[config.mk]
export PLATFORM = sky130hd
export DESIGN_NAME = uart_rx_port
export DESIGN_NICKNAME = d
export VERILOG_FILES = /design/src/rtl/uart_pkg.sv /design/src/rtl/uart_rx_core.sv /design/src/rtl/uart_rx_port.sv
export SDC_FILE = /design/constraint.sdc
export NUM_CORES = 1
export LEC_CHECK = 0
export ABC_AREA = 1
export BUFFER_PORTS_ARGS = -buffer_cell sky130_fd_sc_hd__buf_4
export CAP_MARGIN = 20
export CELL_PAD_IN_SITES_DETAIL_PLACEMENT = 0
export CELL_PAD_IN_SITES_GLOBAL_PLACEMENT = 1
export CORE_MARGIN = 4
export CORE_UTILIZATION = 42
export DETAILED_ROUTE_END_ITERATION = 16
export PLACE_DENSITY_LB_ADDON = 0.15
export SYNTH_ARGS = -nofsm -noshare
export SYNTH_HDL_FRONTEND = slang
export SYNTH_SLANG_ARGS = --single-unit
[constraint.sdc]
create_clock -name clock -period 3.5 [get_ports clock]
set_input_delay 0.7 -clock clock [delete_from_list [all_inputs] [get_ports clock]]
set_output_delay 0.7 -clock clock [all_outputs]
set_load 0.01 [all_outputs]
[src/rtl/uart_pkg.sv]
// Shared definitions for the memory-mapped UART receive port.
package uart_pkg;

  localparam logic [15:0] UART_DATA_ADDR = 16'h5a00;
  localparam logic [15:0] UART_STAT_ADDR = 16'h5a01;

  localparam int RDY  = 0;
  localparam int OVR  = 1;
  localparam int FERR = 2;

  typedef enum logic [2:0] {
    RX_IDLE,
    RX_START,
    RX_DATA,
    RX_STOP,
    RX_WAIT_HIGH
  } rx_state_e;

endpackage

[src/rtl/uart_rx_core.sv]
// 8N1 deserialiser: two-flop synchroniser, receive FSM and shift register.
// Emits a one-cycle byte_valid or frame_err pulse on the stop-sample edge.
//
// state        | meaning
// RX_IDLE      | line idle, waiting for a falling edge on rxs
// RX_START     | half a bit in; confirms start bit or rejects a glitch
// RX_DATA      | sampling 8 data bits LSB first, one per bit period
// RX_STOP      | one bit period on, samples the stop bit
// RX_WAIT_HIGH | framing error seen; waits for the line to return high
module uart_rx_core
  import uart_pkg::*;
#(
  parameter int CLKS_PER_BIT = 16
) (
  input  logic       clock_i,
  input  logic       reset_i,
  input  logic       rx_i,
  output logic [7:0] rx_byte_o,
  output logic       byte_valid_o,
  output logic       frame_err_o
);

  localparam int CW = $clog2(CLKS_PER_BIT);
  localparam logic [CW-1:0] HALF_LAST = CW'(CLKS_PER_BIT / 2 - 1);
  localparam logic [CW-1:0] BIT_LAST  = CW'(CLKS_PER_BIT - 1);

  logic            rx_meta_q;
  logic            rxs_q;
  rx_state_e       state_q;
  logic [CW-1:0]   cnt_q;
  logic [2:0]      idx_q;
  logic [7:0]      shift_q;
  logic            stop_tick;

  always_ff @(posedge clock_i) begin
    if (reset_i) begin
      rx_meta_q <= 1'b1;
      rxs_q     <= 1'b1;
    end else begin
      rx_meta_q <= rx_i;
      rxs_q     <= rx_meta_q;
    end
  end

  always_ff @(posedge clock_i) begin
    if (reset_i) begin
      state_q <= RX_IDLE;
      cnt_q   <= '0;
      idx_q   <= '0;
      shift_q <= '0;
    end else begin
      case (state_q)
        RX_IDLE: begin
          if (!rxs_q) begin
            state_q <= RX_START;
            cnt_q   <= '0;
          end
        end
        RX_START: begin
          if (cnt_q == HALF_LAST) begin
            cnt_q   <= '0;
            idx_q   <= '0;
            state_q <= rxs_q ? RX_IDLE : RX_DATA;
          end else begin
            cnt_q <= cnt_q + 1'b1;
          end
        end
        RX_DATA: begin
          if (cnt_q == BIT_LAST) begin
            cnt_q          <= '0;
            shift_q[idx_q] <= rxs_q;
            idx_q          <= idx_q + 1'b1;
            if (idx_q == 3'd7) state_q <= RX_STOP;
          end else begin
            cnt_q <= cnt_q + 1'b1;
          end
        end
        RX_STOP: begin
          if (cnt_q == BIT_LAST) begin
            cnt_q   <= '0;
            state_q <= rxs_q ? RX_IDLE : RX_WAIT_HIGH;
          end else begin
            cnt_q <= cnt_q + 1'b1;
          end
        end
        RX_WAIT_HIGH: begin
          if (rxs_q) state_q <= RX_IDLE;
        end
        default: state_q <= RX_IDLE;
      endcase
    end
  end

  // Decoded from registered state so the port can act on the sample edge itself
  assign stop_tick    = (state_q == RX_STOP) && (cnt_q == BIT_LAST);
  assign byte_valid_o = stop_tick && rxs_q;
  assign frame_err_o  = stop_tick && !rxs_q;
  assign rx_byte_o    = shift_q;

endmodule

[src/rtl/uart_rx_port.sv]
// CPU-bus console input: holding register, status flags and a
// combinational read path at BASE_ADDR (data) and BASE_ADDR+1 (status).
module uart_rx_port
  import uart_pkg::*;
#(
  parameter int          CLKS_PER_BIT = 16,
  parameter logic [15:0] BASE_ADDR    = UART_DATA_ADDR
) (
  input  logic        clock,
  input  logic        reset,
  input  logic        rx,
  input  logic [15:0] address,
  input  logic        read_en,
  output logic [7:0]  data_out,
  output logic        rx_irq
);

  localparam logic [15:0] STAT_ADDR = BASE_ADDR + (UART_STAT_ADDR - UART_DATA_ADDR);

  logic [7:0] rx_byte;
  logic       byte_valid;
  logic       frame_err;

  logic [7:0] hold_q, hold_d;
  logic       rdy_q, rdy_d;
  logic       ovr_q, ovr_d;
  logic       ferr_q, ferr_d;
  logic [7:0] status;
  logic       data_rd;

  uart_rx_core #(
    .CLKS_PER_BIT(CLKS_PER_BIT)
  ) u_core (
    .clock_i      (clock),
    .reset_i      (reset),
    .rx_i         (rx),
    .rx_byte_o    (rx_byte),
    .byte_valid_o (byte_valid),
    .frame_err_o  (frame_err)
  );

  assign data_rd = read_en && (address == BASE_ADDR);

  // A data read clears the flags before a same-cycle completion is applied
  always_comb begin
    hold_d = hold_q;
    rdy_d  = data_rd ? 1'b0 : rdy_q;
    ovr_d  = data_rd ? 1'b0 : ovr_q;
    ferr_d = data_rd ? 1'b0 : ferr_q;
    if (byte_valid) begin
      if (rdy_d) begin
        ovr_d = 1'b1;
      end else begin
        hold_d = rx_byte;
        rdy_d  = 1'b1;
      end
    end
    if (frame_err) ferr_d = 1'b1;
  end

  always_ff @(posedge clock) begin
    if (reset) begin
      hold_q <= 8'h00;
      rdy_q  <= 1'b0;
      ovr_q  <= 1'b0;
      ferr_q <= 1'b0;
    end else begin
      hold_q <= hold_d;
      rdy_q  <= rdy_d;
      ovr_q  <= ovr_d;
      ferr_q <= ferr_d;
    end
  end

  always_comb begin
    status       = 8'h00;
    status[RDY]  = rdy_q;
    status[OVR]  = ovr_q;
    status[FERR] = ferr_q;
    data_out     = 8'h00;
    if (address == BASE_ADDR)      data_out = hold_q;
    else if (address == STAT_ADDR) data_out = status;
  end

  assign rx_irq = rdy_q;

endmodule
**Word-level counts from Yosys, hierarchy flattened**

Cells that the tools add are included.

- Add/subtract/negate cells: 2
- Multipliers: 0
- Div/mod/pow operators: 0
- Magnitude comparators: 2
- Equality and inequality tests: 15
- Shift-type cells: 0
- Muxes and demuxes: 28
- Bitwise gates (word level): 1
- Reductions and logical operators: 16

Operators with widths:

| cell | count |
|---|---|
| $eq A16 B15 Y1 const B | 2 |
| $mux W3 | 10 |
| $pmux W3 S5 | 1 |
| $mux W4 | 3 |
| $pmux W4 S3 | 1 |
| $ne A2 B1 Y1 const B | 5 |
| $bwmux W8 | 1 |
| $mux W1 | 8 |
| $mux W8 | 1 |
| $eq A3 B2 Y1 const B | 2 |
| $eq A3 B3 Y1 const B | 2 |
| $pmux W3 S2 | 1 |
| $reduce_and A2 Y1 | 3 |
| $reduce_and A6 Y1 | 1 |
| $logic_and A1 B1 Y1 | 5 |
| $add A4 B1 Y4 const B | 1 |
| $eq A4 B3 Y1 const B | 1 |
| $eq A4 B4 Y1 const B | 1 |
| $lt A3 B4 Y1 const B | 1 |
| $reduce_bool A2 Y1 | 2 |
| $add A3 B1 Y3 const B | 1 |
| $demux W1 S3 | 1 |
| $eq A3 B1 Y1 const B | 1 |
| $ge A3 B1 Y1 const B | 1 |
| other kinds (8) | 8 |

- Register bits after elaboration: 31
- Bits in latches: 0
- Bits in writable memories: 0
- ROM bits: 0
- Input port bits: 20
- Logic and storage cells: 74
- Memories kept: 0

**Depth between registers and ports, before layout**

Gate-level depths: netlist of run 1.

- Word-level depth: 5
- Gate-level depth with buffers: 10
- Gate-level depth less buffers: 10

**By module**

From an unflattened synthesis of run 1, not the netlist that was laid out.

- Cells, all modules: 274
- Area, all modules: 1773.0 µm²

By module, submodules not included:

| module | times used | cells an instance | area an instance (µm²) | seq. area each (µm²) |
|---|---|---|---|---|
| uart_rx_core | 1 | 161 | 1081.0 | 400.4 |
| uart_rx_port | 1 | 113 | 691.9 | 220.2 |

**Least setup slack after synthesis of run 1**

OpenSTA, ideal clock, no wires.

- Path kind: input to output
- From: input port address[15]
- To: output port data_out[1]
- Data arrival time: 1.411 ns
- Path slack: 1.389 ns
- Cell stages on the path: 7
- Path buffers: 0
- Cells stage by stage: inv_1 > nand4_1 > nor2_1 > nand2_1 > inv_1 > nand2_1 > o21ai_0

- Cells in the longest elaborated chain, start to end: 3

Ends and longest elaborated chain:

| element | line | text |
|---|---|---|
| from (decl) | uart_rx_port.sv:12 | `input logic [15:0] address,` |
| $eq A16 B15 Y1 | uart_rx_port.sv:82 | `else if (address == STAT_ADDR) data_out = status;` |
| $mux W3 | uart_rx_port.sv:82 |  |
| $mux W8 * | uart_rx_port.sv:81 | `if (address == BASE_ADDR) data_out = hold_q;` |
| to (decl) | uart_rx_port.sv:14 | `output logic [7:0] data_out,` |

Mark *: on every way between the ends. The rest lies on a longest branch, timed or not.

**Worst setup path after layout of run 1**

- From: input port address[10]
- To: output port data_out[1]

Same word-level chain as after synthesis.

==> results of run 1 <==
[synth_stat cells, types with 2 or more instances]
library cell,instances
inv_1,34
nor2_2,2
nor2_4,4
o21ai_2,3
buf_6,3
or2_2,2
nand2_2,5
nand2_4,2
nand4_1,3
nor3_1,5
dfxtp_1,31
nand3_2,2
nor2_1,32
nand3_1,18
ha_1,3
o21ai_1,2
a21oi_1,23
o21ai_0,6
inv_2,5
nand2_1,49
[per-stage QoR]
step | setup WS (ns) | area, um^2
after floorplan | 1.39 | 1670
final | 1.04 | 2010
after global placement | 1.07 | 1890
after CTS | 1.03 | 2010
after global routing | 0.837 | 2010
after detailed placement | 1.03 | 1890
[logic make-up (layout without fill, tap and decap cells)]
kind of cell | Yosys count | in the layout | synth area share, %
flip-flops | 31 | 31 | 37.2
buffers and inverters | 46 | 77 | 11.9
adder cells (fa/ha/maj) | 3 | 3 | 2.25
AND/OR/NAND/NOR | 125 | 125 | 35.4
AO/OA/AOI/OAI | 38 | 38 | 12.7
XOR/XNOR | 1 | 1 | 0.526
[per-layer routing]
metal	vias up	share of wire, %	global-route usage (%)	routed length [um]
met2	28	42	21.4	1400
met3	5	6.5	4.97	216
li1	825	-	-	-
met4	0	1.4	5.01	46
met1	609	50	17.9	1640
met5	-	0	0	0
[state kept, by name, summed over array words and instances, names as in the netlist]
register,cells
ferr_q,1
hold_q,8
ovr_q,1
rx_irq,1
u_core.cnt_q,4
u_core.idx_q,3
u_core.rx_byte_o,8
u_core.rx_meta_q,1
u_core.rxs_q,1
u_core.state_q,3
[worst min-delay path by stage]
stage | to | slack [ns]
floorplan | u_core.rxs_q | 0.39
finish | u_core.rxs_q | 0.41
detailed placement | u_core.rxs_q | 0.40
global route | u_core.rxs_q | 0.43
global placement | u_core.rxs_q | 0.39
CTS | u_core.rxs_q | 0.41
[cell type report]
| cell class | instances | share of cell area [%] |
|---|---|---|
| clock buffer | 6 | 4.10 |
| clock inverter | 2 | 1.74 |
| inverter | 41 | 7.77 |
| multi-input combinational | 167 | 42.1 |
| sequential | 31 | 30.8 |
| tap | 48 | 2.99 |
| timing repair buffer | 28 | 10.4 |
[worst register-to-register path: cells and delay by family, from the launching register on]
kind                       cells  cell delay [ns]
AOI/OAI and AO/OA              1             0.05
DFF                            1             0.36
buffers and inverters          1             0.06
adders and majority gates      1             0.19
and+or+nand+nor                7             0.68
[power by group through the flow]
stage               combinational, mW  sequential [mW]  clock, mW
floorplan                       0.167            0.398          0
global route                    0.240            0.398      0.391
detailed placement              0.216            0.402          0
global placement                0.218            0.402          0
finish                          0.217            0.395      0.364
CTS                             0.219            0.395      0.374
==> key figures, run 1 <==
STA
  – Min Clock Period, post-route: between 2 and 2.5 ns
  – WHS: roughly 0.4 ns
  – Max Fclk: a little over 400 MHz
  – Final Cycle Share: 70.2%
  – Fin. max-slew vios: 0
  – RSZ-0062 raised after global routing: false
  – Fin. Hold Viols: 0
  – Setup Skew: between 0.004 and 0.005 ns
  – Slew Limit Headroom: around 67%
  – Final TNS setup: 0 ns
  – Final setup fails: 0
  – Worst-margin pin slew: 0.494 ns

Yosys
  – Post-synth top flop: dfxtp_1
  – Yosys cell types: 30
  – Sequential area share after synthesis: 37.2%
  – EDFF count, synth: 0
  – Yosys warns: 0
  – FF+latch count, synth: 31
  – Synth Instances: roughly 240
  – Top area cells in the synthesized netlist: dfxtp_1, nand2_1, inv_1
  – Share of the synthesized area in the top cell type: 37.2%
  – Mapped Area: 1670 um^2
  – Net Count, Synth: 267
  – Synth area leader: dfxtp_1
  – Ys async rst share: 0%
  – Syn_area_per_cell: just under 7 um^2

Drt
  – DRT Pass-1 Iters: 4
  – Iteration-0 DRC Markers: 112
  – DR DRC count: 0
  – Routed WL: 3300 um
  – Vias: 1467
  – DR WL/cell: 10.2 um
  – Vias/cell: 4.54
  – DRT antenna net count: 0

Critical path
  – Cell Chain, Critical Path: buf_4, inv_1, nand4_1, nor2_1, nand2_1, inv_1, nand2_1, o21ai_0, buf_4
  – WP depth: 9
  – Startpoint types: primary input
  – Setup crit end kind: output pin
  – CP bufs+invs: 4
  – Data arrival time of the critical path: around 1.8 ns
  – CP Launch Point: address[10]
  – Cell family with most CP delay: simple AND/OR/NAND/NOR gates
  – CP max-delay cell: nor2_1
  – Reg2reg end: u_core.state_q[0]
  – R2R Setup Slk: 2.04 ns
  – R2R depth: 10
  – Worst setup path end: data_out[1]
  – WS Path Type: in -> out
  – Reg-to-reg startpoint: u_core.cnt_q[0]
  – Worst-path fanout max: 6
  – Required time at the worst-slack endpoint: around 2.8 ns
  – Delay of the slowest cell on the worst path: 0.22 ns

Power
  – Total Power: 976 uW
  – Net Sw Power: ~300 uW
  – Combinational cell fraction of total power: 22.3%
  – Leak: 0.872 nW
  – Sw Share: 30.2%
  – Power Dens Cells: a little under 500 nW/um^2
  – Peak VDD IR: 0.256 mV
  – Clock power share: 37.2%
  – Int Power: 681 uW
  – Flop pwr share: 40.5%

Layout
  – Commonest non-fill, non-tap cells in the layout: nand2_1, inv_1, nor2_1
  – Fill cells: 382
  – # diodes: 0
  – Synthesis-to-finish area growth: 20.7%
  – Nets: 297
  – Final Non-Filler Cells: approximately 320
  – Commonest non-fill, non-tap cell in the layout: nand2_1
  – Multi-input logic area: around 850 um^2
  – Layout cells sized above 1: 22.9%
  – Post-layout util: between 50 and 60%
  – Register area: 621 um^2

CTS
  – Post-CTS sizing: 0
  – Post-CTS Hold Fix Bufs: 0
  – Clk Latency, worst-skew pair: 0.28 ns
  – H-tree depth: 2
  – Clock tree buffer depth: 2
  – Num CTS Buffers: 5
  – Clk root buf: clkbuf_8
  – Reg clk slew, reported paths: 0.06 ns
  – CTS sink count: 31
  – Post-CTS Setup Bufs: 0
  – TritonCTS clock tree: yes

Floorplan
  – Ports: 29
  – Chip width: a little over 70 um
  – Rows: 22
  – Core area: 3740 um^2
  – Die Ht: 71.0 um
  – Initial Util: about 45%
  – Die ar.: 5040 um^2

Worst hold path
  – Worst hold path class: reg -> reg
  – Hold path depth: 1
  – Hold_sp: u_core.rx_meta_q

Global route
  – GRT overflow: 0
  – Initial antenna violation count: 0
  – Total GRT Usage: 13.9%
  – Largest net degree at the start of global routing: 18
  – Global-route wire length before repair: 5660 um
  – Vias in the first global route: 1298

Job
  – Number of max-cap violations: 0

Place
  – Placed cells: 315
  – GPL Wtd Cong: 0.765
  – DP HPWL: 2400 um
  – PortBufs: 28

Outcome
  – Status: finished, final reports clean
No activity file was read; power rests on OpenSTA's default activity.
==> inputs of run 2 (changes only) <==
--- a/config.mk
+++ b/config.mk
@@ -11,7 +11,7 @@
 export CELL_PAD_IN_SITES_DETAIL_PLACEMENT = 0
 export CELL_PAD_IN_SITES_GLOBAL_PLACEMENT = 1
 export CORE_MARGIN = 4
-export CORE_UTILIZATION = 42
+export CORE_UTILIZATION = 35
 export DETAILED_ROUTE_END_ITERATION = 16
 export PLACE_DENSITY_LB_ADDON = 0.15
 export SYNTH_ARGS = -nofsm -noshare
==> constraint.sdc (replaced) <==
create_clock -name clock -period 2.1 [get_ports clock]
set_input_delay 0.42 -clock clock [delete_from_list [all_inputs] [get_ports clock]]
set_output_delay 0.42 -clock clock [all_outputs]
set_load 0.01 [all_outputs]
==> run 2 against run 1 <==
  * Worst hold slack lost 0.081 ns
  * Sequential power is 67% higher
  * Flip-flop and latch count did not move
  * Combinational power is 65% higher
  * Worst setup slack worse by 0.83 ns
  * First-iteration DRC count decreased by 46%
  * Routed wire length grew 2.9%
  * Critical endpoint unchanged
  * Largest power group unchanged
==> key figures, run 2 (synthesis gave the netlist of run 1 again) <==
Drt
  – Iteration-0 DRC Markers: 60
  – DR DRC count: 0
  – DRT antenna net count: 0
  – DR WL/cell: 10.4 um
  – Vias/cell: 4.50
  – Vias: approximately 1500
  – Routed WL: 3400 um
  – DRT Pass-1 Iters: 4

CTS
  – Reg clk slew, reported paths: 0.06 ns
  – TritonCTS clock tree: yes
  – Post-CTS sizing: 0
  – H-tree depth: 2
  – Clock tree buffer depth: 2
  – CTS sink count: 31
  – Post-CTS Hold Fix Bufs: 0
  – Post-CTS Setup Bufs: 0
  – Num CTS Buffers: 5
  – Clk root buf: clkbuf_8
  – Clk Latency, worst-skew pair: 0.27 ns

Job
  – Number of max-cap violations: 0

STA
  – RSZ-0062 raised after global routing: false
  – Worst-margin pin slew: ~0.47 ns
  – Min Clock Period, post-route: 1.89 ns
  – Max Fclk: roughly 530 MHz
  – Final setup fails: 0
  – Fin. max-slew vios: 0
  – Slew Limit Headroom: 68.2%
  – Fin. Hold Viols: 0
  – Final Cycle Share: 90.0%
  – Setup Skew: between 0.005 and 0.006 ns
  – Final TNS setup: 0 ns
  – WHS: approximately 0.33 ns

Floorplan
  – Rows: 24
  – Die Ht: 77.0 um
  – Chip width: 77.0 um
  – Core area: 4470 um^2
  – Die ar.: 5930 um^2
  – Ports: 29
  – Initial Util: 37.2%

Critical path
  – WS Path Type: in -> out
  – Setup crit end kind: output pin
  – Startpoint types: primary input
  – R2R Setup Slk: around 0.63 ns
  – CP max-delay cell: nor2_1
  – Data arrival time of the critical path: 1.47 ns
  – Required time at the worst-slack endpoint: 1.68 ns
  – Worst-path fanout max: 6
  – Cell Chain, Critical Path: buf_4, inv_1, nand4_1, nor2_1, nand2_1, inv_1, nand2_1, o21ai_0, buf_4
  – Delay of the slowest cell on the worst path: between 0.2 and 0.25 ns

Power
  – Total Power: 1.47 mW
  – Combinational cell fraction of total power: 24.3%
  – Net Sw Power: between 400 and 500 uW
  – Peak VDD IR: 0.556 mV
  – Leak: 0.857 nW
  – Flop pwr share: 44.7%
  – Clock power share: 30.9%
  – Power Dens Cells: between 700 and 800 nW/um^2
  – Sw Share: about a third
  – Int Power: approximately 1.0 mW

Layout
  – Fill cells: 472
  – Synthesis-to-finish area growth: 19.2%
  – Final Non-Filler Cells: roughly 330
  – Nets: just under 300
  – # diodes: 0
  – Commonest non-fill, non-tap cell in the layout: nand2_1
  – Commonest non-fill, non-tap cells in the layout: nand2_1, inv_1, nor2_1
  – Layout cells sized above 1: 22.6%

Global route
  – Total GRT Usage: 12.5%
  – Global-route wire length before repair: 6260 um
  – GRT overflow: 0
  – Largest net degree at the start of global routing: 18
  – Vias in the first global route: about 1400
  – Initial antenna violation count: 0

Place
  – DP HPWL: 2540 um
  – GPL Wtd Cong: roughly 0.76
  – Placed cells: 319
  – PortBufs: 28

Outcome
  – Status: finished, final reports clean

Worst hold path
  – Worst hold path class: in -> reg
[run 2: cell count changes in the layout (fill, tap and decap cells not counted)]
cell       delta
bufinv_16     -1
[run 2: per-layer routing]
layer  vias to the layer above  global-route usage (%)  wire, um
met5                         -                       0         0
met4                         0                    3.20        20
met3                         2                    4.22       182
met2                        22                    19.5      1500
met1                       617                    16.5      1690
li1                        827                       -         -
[run 2: worst max-delay path: cells and delay by family]
family	cells	cell delay, ns
compound gates	1	0.07
buf+inv	4	0.43
simple gates	4	0.54
[run 2: area by class of cell]
class | count | area (um^2) | area share (%)
Sequential cell | 31 | 621 | 31.2
Tap cell | 52 | 65.1 | 3.27
Clock buffer | 6 | 82.6 | 4.16
Multi-Input combinational cell | 167 | 847 | 42.6
Inverter | 41 | 156 | 7.87
Timing Repair Buffer | 28 | 210 | 10.6
Clock inverter | 1 | 5.00 | 0.252
[run 2: power groups by stage]
stage | Combinational [mW] | Clock [mW] | Sequential (mW)
2_1_floorplan | 0.279 | 0 | 0.663
6_report | 0.358 | 0.456 | 0.659
3_5_place_dp | 0.360 | 0 | 0.671
5_1_grt | 0.409 | 0.516 | 0.665
3_3_place_gp | 0.365 | 0 | 0.672
4_1_cts | 0.362 | 0.479 | 0.658
[run 2: worst paths after layout]
kind	startpoint	end	cells past startpoint
setup / recovery	address[15]	data_out[1]	9
hold / removal	rx	u_core.rx_meta_q	2
setup reg to reg	u_core.cnt_q[0]	u_core.rx_byte_o[5]	8
hold reg to reg	u_core.rx_meta_q	u_core.rxs_q	1
[run 2: per-stage QoR]
stage | worst slack (ns) | utilization [%] | instance area (um^2)
finish | 0.209 | 44.4 | 1990
global route | 0.0718 | 44.4 | 1990
CTS | 0.172 | 44.4 | 1990
detailed placement | 0.166 | 42.4 | 1900
global placement | 0.218 | 42.4 | 1900
floorplan | 0.549 | - | 1670
==> inputs of run 3 (changes only) <==
--- a/config.mk
+++ b/config.mk
@@ -8,10 +8,10 @@
 export ABC_AREA = 1
 export BUFFER_PORTS_ARGS = -buffer_cell sky130_fd_sc_hd__buf_4
 export CAP_MARGIN = 20
-export CELL_PAD_IN_SITES_DETAIL_PLACEMENT = 0
-export CELL_PAD_IN_SITES_GLOBAL_PLACEMENT = 1
+export CELL_PAD_IN_SITES_DETAIL_PLACEMENT = 2
+export CELL_PAD_IN_SITES_GLOBAL_PLACEMENT = 2
 export CORE_MARGIN = 4
-export CORE_UTILIZATION = 35
+export CORE_UTILIZATION = 27
 export DETAILED_ROUTE_END_ITERATION = 16
 export PLACE_DENSITY_LB_ADDON = 0.15
 export SYNTH_ARGS = -nofsm -noshare
==> run 3 against run 2 <==
  * Combinational power grew 6.1%
  * Sequential share of layout area shrank 1.2 points
  * Critical path type unchanged
  * Worst setup slack lost 0.018 ns
  * Via count grew 7.3%
  * Worst hold slack lost 0.0035 ns
==> key figures, run 3 (synthesis gave the netlist of run 1 again) <==
Global route
  – GRT overflow: 0
  – Largest net degree at the start of global routing: 18
  – Initial antenna violation count: 0
  – Global-route wire length before repair: between 7000 and 8000 um
  – Vias in the first global route: about 1600
  – Total GRT Usage: 12.6%

Layout
  – Commonest non-fill, non-tap cells in the layout: nand2_1, inv_1, nor2_1, dfxtp_1, buf_4
  – Commonest non-fill, non-tap cell in the layout: nand2_1
  – Fill cells: between 700 and 800
  – Synthesis-to-finish area growth: 23.8%
  – Register area: between 600 and 700 um^2
  – Layout cells sized above 1: 23.8%
  – Nets: 299
  – Multi-input logic area: 850 um^2
  – # diodes: 0
  – Final Non-Filler Cells: 352
  – Post-layout util: 34.6%
  – Post-route cell area: 2060 um^2

STA
  – Slew Limit Headroom: 80.2%
  – Final TNS setup: 0 ns
  – Min Clock Period, post-route: 1.91 ns
  – Fin. Hold Viols: 0
  – WHS: 0.326 ns
  – Setup Skew: between 0.004 and 0.005 ns
  – Final Cycle Share: 90.9%
  – Fin. max-slew vios: 0
  – Worst-margin pin slew: 0.296 ns
  – Final worst setup slack: 0.191 ns
  – Max Fclk: 524 MHz
  – RSZ-0062 raised after global routing: false
  – Final setup fails: 0

CTS
  – Reg clk slew, reported paths: about 0.070 ns
  – Clk root buf: clkbuf_8
  – Clock tree buffer depth: 2
  – Clk Latency, worst-skew pair: 0.28 ns
  – TritonCTS clock tree: yes
  – H-tree depth: 2
  – CTS sink count: 31
  – Post-CTS Hold Fix Bufs: 0
  – Num CTS Buffers: 5

Critical path
  – Worst-path fanout max: 6
  – Data arrival time of the critical path: 1.49 ns
  – Setup crit end kind: output pin
  – Cell mode on critical path: nand2_1
  – Required time at the worst-slack endpoint: 1.68 ns
  – Delay of the slowest cell on the worst path: 0.16 ns
  – CP max-delay cell: nand2_1
  – WS Path Type: in -> out
  – Cell Chain, Critical Path: buf_4, nor2_1, nand2_1, nor2_2, nand2_1, inv_1, nand2_1, o21ai_0, buf_4
  – R2R depth: 10
  – Startpoint types: primary input

Place
  – DP HPWL: 3380 um
  – PortBufs: 28
  – GPL Wtd Cong: 0.748
  – Cell Area, Placed: 1940 um^2
  – Placed cells: 344
  – Pre-CTS WS: ~0.11 ns

Floorplan
  – Die ar.: roughly 7500 um^2
  – Ports: 29
  – Chip width: 86.6 um
  – Die Ht: 86.6 um
  – Core area: between 5000 and 6000 um^2
  – Initial Util: between 20% and 30%
  – Rows: 28

Power
  – Leak: 0.881 nW
  – Power Dens Cells: 802 nW/um^2
  – Total Power: about 1.7 mW
  – Peak VDD IR: approximately 0.52 mV

Worst hold path
  – Hold path depth: 2
  – Worst hold path class: in -> reg

Drt
  – Vias/cell: around 4.5
  – DRT antenna net count: 0
  – Routed WL: between 4000 and 5000 um
  – DRT Pass-1 Iters: 3
  – Vias: 1575
  – DR DRC count: 0
  – Iteration-0 DRC Markers: 22
  – DR WL/cell: about 12 um

Outcome
  – Status: finished, final reports clean

Job
  – Number of max-cap violations: 0
## run 3: cell types whose count changed in the layout (fill, tap and decap cells not counted), sizes merged
cell    delta
bufinv     +1
buf        +2
## run 3: area by class of cell
class | count | area share (%)
Multi-Input combinational cell | 167 | 41.2
Sequential cell | 31 | 30.1
Timing Repair Buffer | 30 | 10.9
Inverter | 41 | 7.58
Tap cell | 75 | 4.55
Clock buffer | 6 | 4.00
Clock inverter | 2 | 1.70
## run 3: metal layers
metal / GRT usage, % / wire length [um]
met3: 2.95 / 171
met2: 20.4 / 1950
met4: 3.82 / 44
met1: 16.5 / 2160
met5: 0 / 0
## run 3: critical path, delay by kind of cell
family / cells / cell delay, ns
buffers and inverters: 3 / 0.41
and+or+nand+nor: 5 / 0.58
AOI/OAI and AO/OA: 1 / 0.09
## run 3: timing repair
action | 4_1_cts | 5_1_grt
setup buffers | 0 | 0
hold endpoints to repair | 0 | 0
setup endpoints to repair | 0 | 1
gates resized for setup | 0 | 1
## run 3: worst paths after layout
check                                 startpoint                end  slack, ns
worst max-delay path                  address[3]        data_out[1]       0.19
worst min-delay path                          rx   u_core.rx_meta_q       0.33
worst max register to register   u_core.cnt_q[0]  u_core.state_q[0]       0.63
worst min register to register  u_core.rx_meta_q       u_core.rxs_q       0.41
## run 3: where the power goes
group          internal (mW)  switching (mW)
clock                  0.384           0.233
combinational          0.133           0.247
sequential             0.622          0.0351
